`config.mk`:
```
export PLATFORM = sky130hd
export DESIGN_NAME = pixie_dma_server
export DESIGN_NICKNAME = d
export VERILOG_FILES = /design/src/rtl/rcastudioii_pkg.sv /design/src/rtl/dma_addr_ctr.sv /design/src/rtl/pixie_dma_server.sv
export SDC_FILE = /design/constraint.sdc
export NUM_CORES = 1
export LEC_CHECK = 0
export CAP_MARGIN = 20
export CORE_ASPECT_RATIO = 0.7
export CORE_MARGIN = 2
export CORE_UTILIZATION = 35
export CTS_BUF_LIST = sky130_fd_sc_hd__clkbuf_16
export DETAILED_ROUTE_END_ITERATION = 10
export HOLD_SLACK_MARGIN = 0.15
export PLACE_DENSITY_LB_ADDON = 0.12
export SETUP_SLACK_MARGIN = 0.5
export SLEW_MARGIN = 10
export SYNTH_ARGS = -nofsm -noshare
export SYNTH_HDL_FRONTEND = slang
export SYNTH_SLANG_ARGS = --single-unit
```
`constraint.sdc`:
```
create_clock -name clk_sys -period 2.5 [get_ports clk_sys]
set_clock_uncertainty 0.1 [all_clocks]
set_input_delay 0.25 -clock clk_sys [delete_from_list [all_inputs] [get_ports clk_sys]]
set_output_delay 0.25 -clock clk_sys [all_outputs]
set_load 0.01 [all_outputs]
```
`src/rtl/rcastudioii_pkg.sv`:
```
// Shared types and constants for the RCA Studio II video/DMA slice.
package rcastudioii_pkg;

    typedef enum logic [1:0] {
        IDLE    = 2'd0,
        FETCH   = 2'd1,
        WAITQ   = 2'd2,
        DELIVER = 2'd3
    } dma_state_t;

    localparam logic [15:0] DISPLAY_BASE = 16'h0900;

endpackage

```
`src/rtl/dma_addr_ctr.sv`:
```
// R0 display pointer: increments per delivered byte and defers CPU loads
// that arrive mid-burst so one burst always reads a contiguous address run.
module dma_addr_ctr #(
    parameter int AW = 16
) (
    input  logic          clk_sys,
    input  logic          reset_n,
    input  logic          r0_load,
    input  logic [AW-1:0] r0_din,
    input  logic          busy,
    input  logic          advance,
    input  logic          burst_end,
    output logic [AW-1:0] r0_q
);

    logic          pend_load;
    logic [AW-1:0] pend_addr;

    // A load arriving on the closing handshake beats both the pending value
    // and the increment. CPU loads are not gated by ce so a strobe is never lost.
    always_ff @(posedge clk_sys) begin
        if (!reset_n) begin
            r0_q      <= '0;
            pend_load <= 1'b0;
            pend_addr <= '0;
        end else if (burst_end) begin
            if (r0_load) begin
                r0_q <= r0_din;
            end else if (pend_load) begin
                r0_q <= pend_addr;
            end else begin
                r0_q <= r0_q + 1'b1;
            end
            pend_load <= 1'b0;
        end else begin
            if (advance) begin
                r0_q <= r0_q + 1'b1;
            end
            if (r0_load) begin
                if (busy) begin
                    pend_load <= 1'b1;
                    pend_addr <= r0_din;
                end else begin
                    r0_q <= r0_din;
                end
            end
        end
    end

endmodule

```
`src/rtl/pixie_dma_server.sv`:
```
// Answers Pixie DMAO requests: fetches BURST_LEN bytes from RAM at R0 and
// hands them to video over valid/ready, stalling the CPU for the burst.
module pixie_dma_server
    import rcastudioii_pkg::*;
#(
    parameter int AW        = 16,
    parameter int BURST_LEN = 8,
    parameter int RAM_LAT   = 1
) (
    input  logic          clk_sys,
    input  logic          reset_n,
    input  logic          ce,
    input  logic          dma_req,
    input  logic          r0_load,
    input  logic [AW-1:0] r0_din,
    output logic          mem_rd,
    output logic [AW-1:0] mem_addr,
    input  logic [7:0]    mem_q,
    output logic [7:0]    vid_data,
    output logic          vid_valid,
    input  logic          vid_ready,
    output logic          cpu_stall,
    output logic [AW-1:0] r0_q
);

    localparam int            CW        = (BURST_LEN > 1) ? $clog2(BURST_LEN) : 1;
    localparam logic [CW-1:0] LAST_BYTE = CW'(BURST_LEN - 1);
    localparam logic [1:0]    LAT_INIT  = 2'(RAM_LAT - 1);

    dma_state_t    state;
    dma_state_t    state_next;
    logic [CW-1:0] byte_cnt;
    logic [1:0]    lat_cnt;
    logic          accept;
    logic          last_byte;
    logic          burst_end;
    logic          busy;

    // Ending early on a dropped request still finishes the byte in flight.
    assign accept    = ce && (state == DELIVER) && vid_ready;
    assign last_byte = (byte_cnt == LAST_BYTE) || !dma_req;
    assign burst_end = accept && last_byte;
    assign busy      = (state != IDLE);
    assign mem_addr  = r0_q;

    always_ff @(posedge clk_sys) begin
        if (!reset_n) begin
            state <= IDLE;
        end else if (ce) begin
            state <= state_next;
        end
    end

    always_comb begin
        state_next = state;
        case (state)
            IDLE:    if (dma_req) state_next = FETCH;
            FETCH:   state_next = WAITQ;
            WAITQ:   if (lat_cnt == 2'd0) state_next = DELIVER;
            DELIVER: if (vid_ready) state_next = last_byte ? IDLE : FETCH;
            default: state_next = IDLE;
        endcase
    end

    always_comb begin
        mem_rd    = (state == FETCH);
        cpu_stall = (state != IDLE);
    end

    always_ff @(posedge clk_sys) begin
        if (!reset_n) begin
            byte_cnt  <= '0;
            lat_cnt   <= 2'd0;
            vid_data  <= 8'd0;
            vid_valid <= 1'b0;
        end else if (ce) begin
            case (state)
                IDLE: begin
                    if (dma_req) byte_cnt <= '0;
                end
                FETCH: begin
                    lat_cnt <= LAT_INIT;
                end
                WAITQ: begin
                    if (lat_cnt == 2'd0) begin
                        vid_data  <= mem_q;
                        vid_valid <= 1'b1;
                    end else begin
                        lat_cnt <= lat_cnt - 1'b1;
                    end
                end
                DELIVER: begin
                    if (vid_ready) begin
                        vid_valid <= 1'b0;
                        byte_cnt  <= byte_cnt + 1'b1;
                    end
                end
                default: ;
            endcase
        end
    end

    dma_addr_ctr #(.AW(AW)) u_addr_ctr (
        .clk_sys   (clk_sys),
        .reset_n   (reset_n),
        .r0_load   (r0_load),
        .r0_din    (r0_din),
        .busy      (busy),
        .advance   (accept),
        .burst_end (burst_end),
        .r0_q      (r0_q)
    );

endmodule
```
==> summary.md <==
| Metric | Value |
|---|---|
| R2R depth | 5 |
| Worst-Margin Slew | 0.502 ns |
| Initial Utilization | 36.1% |
| Hold_ws | 0.363 ns |
| Total negative slack | 0 ns |
| Power Internal | 1.50 mW |
| Mean Syn Cell Area | 7.73 sq um |
| CTS buffer count | 5 |
| DR iter-0 viols | 260 |
| Antenna Cells | 0 |
| Routed WL | 9410 um |
| Synth area leaders | dfxtp_1, nand2_1, a21boi_0 |
| WL/cell | 16.0 um |
| Core area | 8480 sq um |
| RSZ-0062 raised after global routing | yes |
| H-tree Lvls | 2 |
| Crit-path slowest cell | or4_4 |
| Fill cells | 835 |
| GRT Total Usage | 19.9% |
| Final Hold Fails | 0 |
| Longest Clk Path Bufs | 2 |
| Fin. max-slew vios | 0 |
| WP data arrival | 2.10 ns |
| Switch Pwr | 0.663 mW |
| Top-area cell type share of the netlist area | 32.0% |
| Vias | 3,063 |
| First-pass GRT wire length | 14,800 um |
| # clock sinks | 49 |
| Area growth syn-to-layout | 40.4% |
| Mapped cell area | 3060 sq um |
| Die area | 9530 sq um |
| Endpoints failing setup | 0 |
| IO Pins | 73 |
| Worst vdd ir | 259 uV |
| Min-Delay Path Depth | 2 |
| Slowest cell delay on critical path | 0.55 ns |
| Worst-path fanout max | 6 |
| EDFF count, synth | 0 |
| Sequential Power Share | 41.4% |
| Total iterations of the first detailed-routing run | 4 |
| Worst Path Required | 2.64 ns |
| Leakage power | 1.56 nW |
| Clock share of power | 32.3% |
| Gate power share | 26.3% |
| Inst Count DP | 565 |
| Post-synthesis cell count | 396 |
| Switching share of power | 30.6% |
| Antenna-violating nets left | 0 |
| Worst min-delay path class | reg2reg |
| Buffers added on ports | 72 |
| CTS Hold Bufs | 0 |
| Number of global-route vias before repair | 2,905 |
| Status | complete, no violations |
| Post-synth top flop | dfxtp_1 |
| GPL Wtd Cong | 0.830 |
| Cell taking the most area after synthesis | dfxtp_1 |
| Initial antenna violation count | 0 |
| WS Path Type | reg2reg |
| Largest net degree at the start of global routing | 27 |
| Overflow after GRT | 0 |
| Post-synth cell types | 44 |
| Final period util | 78.0% |
| Worst-path cell chain | nand3_4 > or4_4 > or4_1 > a31oi_1 > o221a_2 |
| Clock-pin slew on the worst setup and hold paths | 0.07 ns |
| Via/cell ratio | 5.20 |
| Die Y | 82.3 um |
| Syn. warnings | 0 |
| CTS tree | yes |
| Layout cells sized above 1 | 16.2% |
| Final cell count without fillers | 589 |
| Tmin final | 1.95 ns |
| Post-Syn Nets | 434 |
| Max transition margin | 66.5% |
| Max-Cap Viols | 0 |
| Seq cells post-synth | 49 |
| Cell row count | 28 |
| Peak Freq | 513 MHz |
| Final HPWL DP | 6510 um |
| Crit path capture type | flop |
| Worst skew pair latency | 0.30 ns |
| Seq/Total Area, Yosys | 32.0% |
| Nets@finish | 506 |
| Async S/R FF share, synth | 0% |
| Power density over the cells | 504 nW/um^2 |
| Root Driver | clkbuf_16 |
| Die Span X | 116 um |
| DR DRC count | 0 |
| Startpoint Class | flop |
==> state kept, by name, indices dropped and copies added, names as in the netlist <==
name	flops
u_addr_ctr.r0_q	16
byte_cnt	3
vid_valid	1
vid_data	8
state	2
lat_cnt	2
u_addr_ctr.pend_load	1
u_addr_ctr.pend_addr	16
==> per-stage QoR <==
stage	setup WS, ns	util (%)	power [mW]	instance area, sq um
finish	0.549	50.7	2.17	4300
global route	0.490	50.7	2.29	4300
floorplan	0.451	-	1.22	3120
global placement	0.275	46.0	1.45	3900
detailed placement	0.215	46.0	1.45	3900
CTS	0.498	48.7	2.16	4130
==> Yosys cell counts (3+ instances only) <==
| library cell | n |
|---|---|
| nor3_1 | 7 |
| mux2i_1 | 8 |
| a211oi_1 | 5 |
| nor3b_1 | 3 |
| xnor2_1 | 11 |
| xor2_1 | 13 |
| nand3_1 | 22 |
| a31oi_1 | 3 |
| ha_1 | 8 |
| nor4_1 | 8 |
| a21oi_1 | 13 |
| nand2_1 | 55 |
| buf_2 | 5 |
| nor2_1 | 28 |
| o21ai_0 | 19 |
| o211a_1 | 3 |
| nand2b_1 | 5 |
| and3_1 | 5 |
| inv_1 | 13 |
| nor2b_1 | 9 |
| o221ai_1 | 4 |
| clkbuf_1 | 21 |
| buf_4 | 16 |
| dfxtp_1 | 49 |
| a21boi_0 | 26 |
| nand4_1 | 5 |
| nand3b_1 | 5 |
| o32ai_1 | 4 |
==> layer usage <==
metal	vias to the layer above	wire (um)	global-route usage, %
met5	-	0	0
li1	1525	-	-
met1	1440	5030	29.7
met3	7	448	3.36
met2	91	3830	29.2
met4	0	91	5.36
==> power by group through the flow <==
stage | Sequential [mW] | Combinational [mW] | Clock [mW]
finish | 0.897 | 0.569 | 0.701
floorplan | 0.910 | 0.310 | 0
detailed placement | 0.918 | 0.535 | 0
CTS | 0.896 | 0.553 | 0.716
global placement | 0.916 | 0.536 | 0
global route | 0.905 | 0.625 | 0.756
==> cells in the final DEF (no fill, tap or decap), types with 8 or more instances in the layout <==
cell	Yosys	final
xnor2_1	11	11
mux2i_1	8	8
nand3_1	22	22
dfxtp_1	49	34
buf_4	16	32
nor2_1	28	28
o21ai_0	19	19
xor2_1	13	13
dfxtp_4	0	8
nor2b_1	9	8
inv_1	13	12
a21boi_0	26	26
nand2_1	55	54
a21oi_1	13	13
clkdlybuf4s50_1	0	71
==> worst max-delay path, delay by kind of cell (launching register included) <==
family,cells,cell delay (ns)
DFF,1,0.39
and+or+nand+nor,3,1.07
AOI/OAI and AO/OA,2,0.33
==> worst paths after layout <==
kind / from / to / slack [ns]
max: u_addr_ctr.r0_q[7]$_SDFF_PN0_ / u_addr_ctr.r0_q[15]$_SDFF_PN0_ / 0.55
max reg2reg: u_addr_ctr.r0_q[7]$_SDFF_PN0_ / u_addr_ctr.r0_q[15]$_SDFF_PN0_ / 0.55
min reg2reg: u_addr_ctr.pend_addr[0]$_SDFFE_PN0P_ / u_addr_ctr.pend_addr[0]$_SDFFE_PN0P_ / 0.36
min: u_addr_ctr.pend_addr[0]$_SDFFE_PN0P_ / u_addr_ctr.pend_addr[0]$_SDFFE_PN0P_ / 0.36
==> layout make-up <==
type | instances | area (sq um) | share of cell area [%]
flip-flops and latches | 49 | 1020 | 23.7
clock inverters | 3 | 21.3 | 0.495
inverters | 13 | 48.8 | 1.13
clock buffers | 5 | 125 | 2.91
well taps | 120 | 150 | 3.49
multi-input cells | 291 | 1890 | 44.1
repair buffers | 108 | 1040 | 24.2
==> timing repair <==
item / 4_1_cts / 5_1_grt
resized for setup: 15 / 14
buffers inserted: 5 / 9
gates cloned: 0 / 2
setup endpoints to repair: 26 / 20
pin swaps: 1 / 5
==> cells by family (layout without fill, tap and decap cells) <==
kind of cell,count (synthesis),count (layout),synth area share [%]
compound gates,92,92,21.0
xor+xnor,24,24,6.86
fa+ha+maj,8,8,3.27
buf+inv,56,129,9.07
flops,49,49,32.0
mux,8,8,2.61
simple gates,159,159,25.2
No activity file was read; power rests on OpenSTA's default activity.
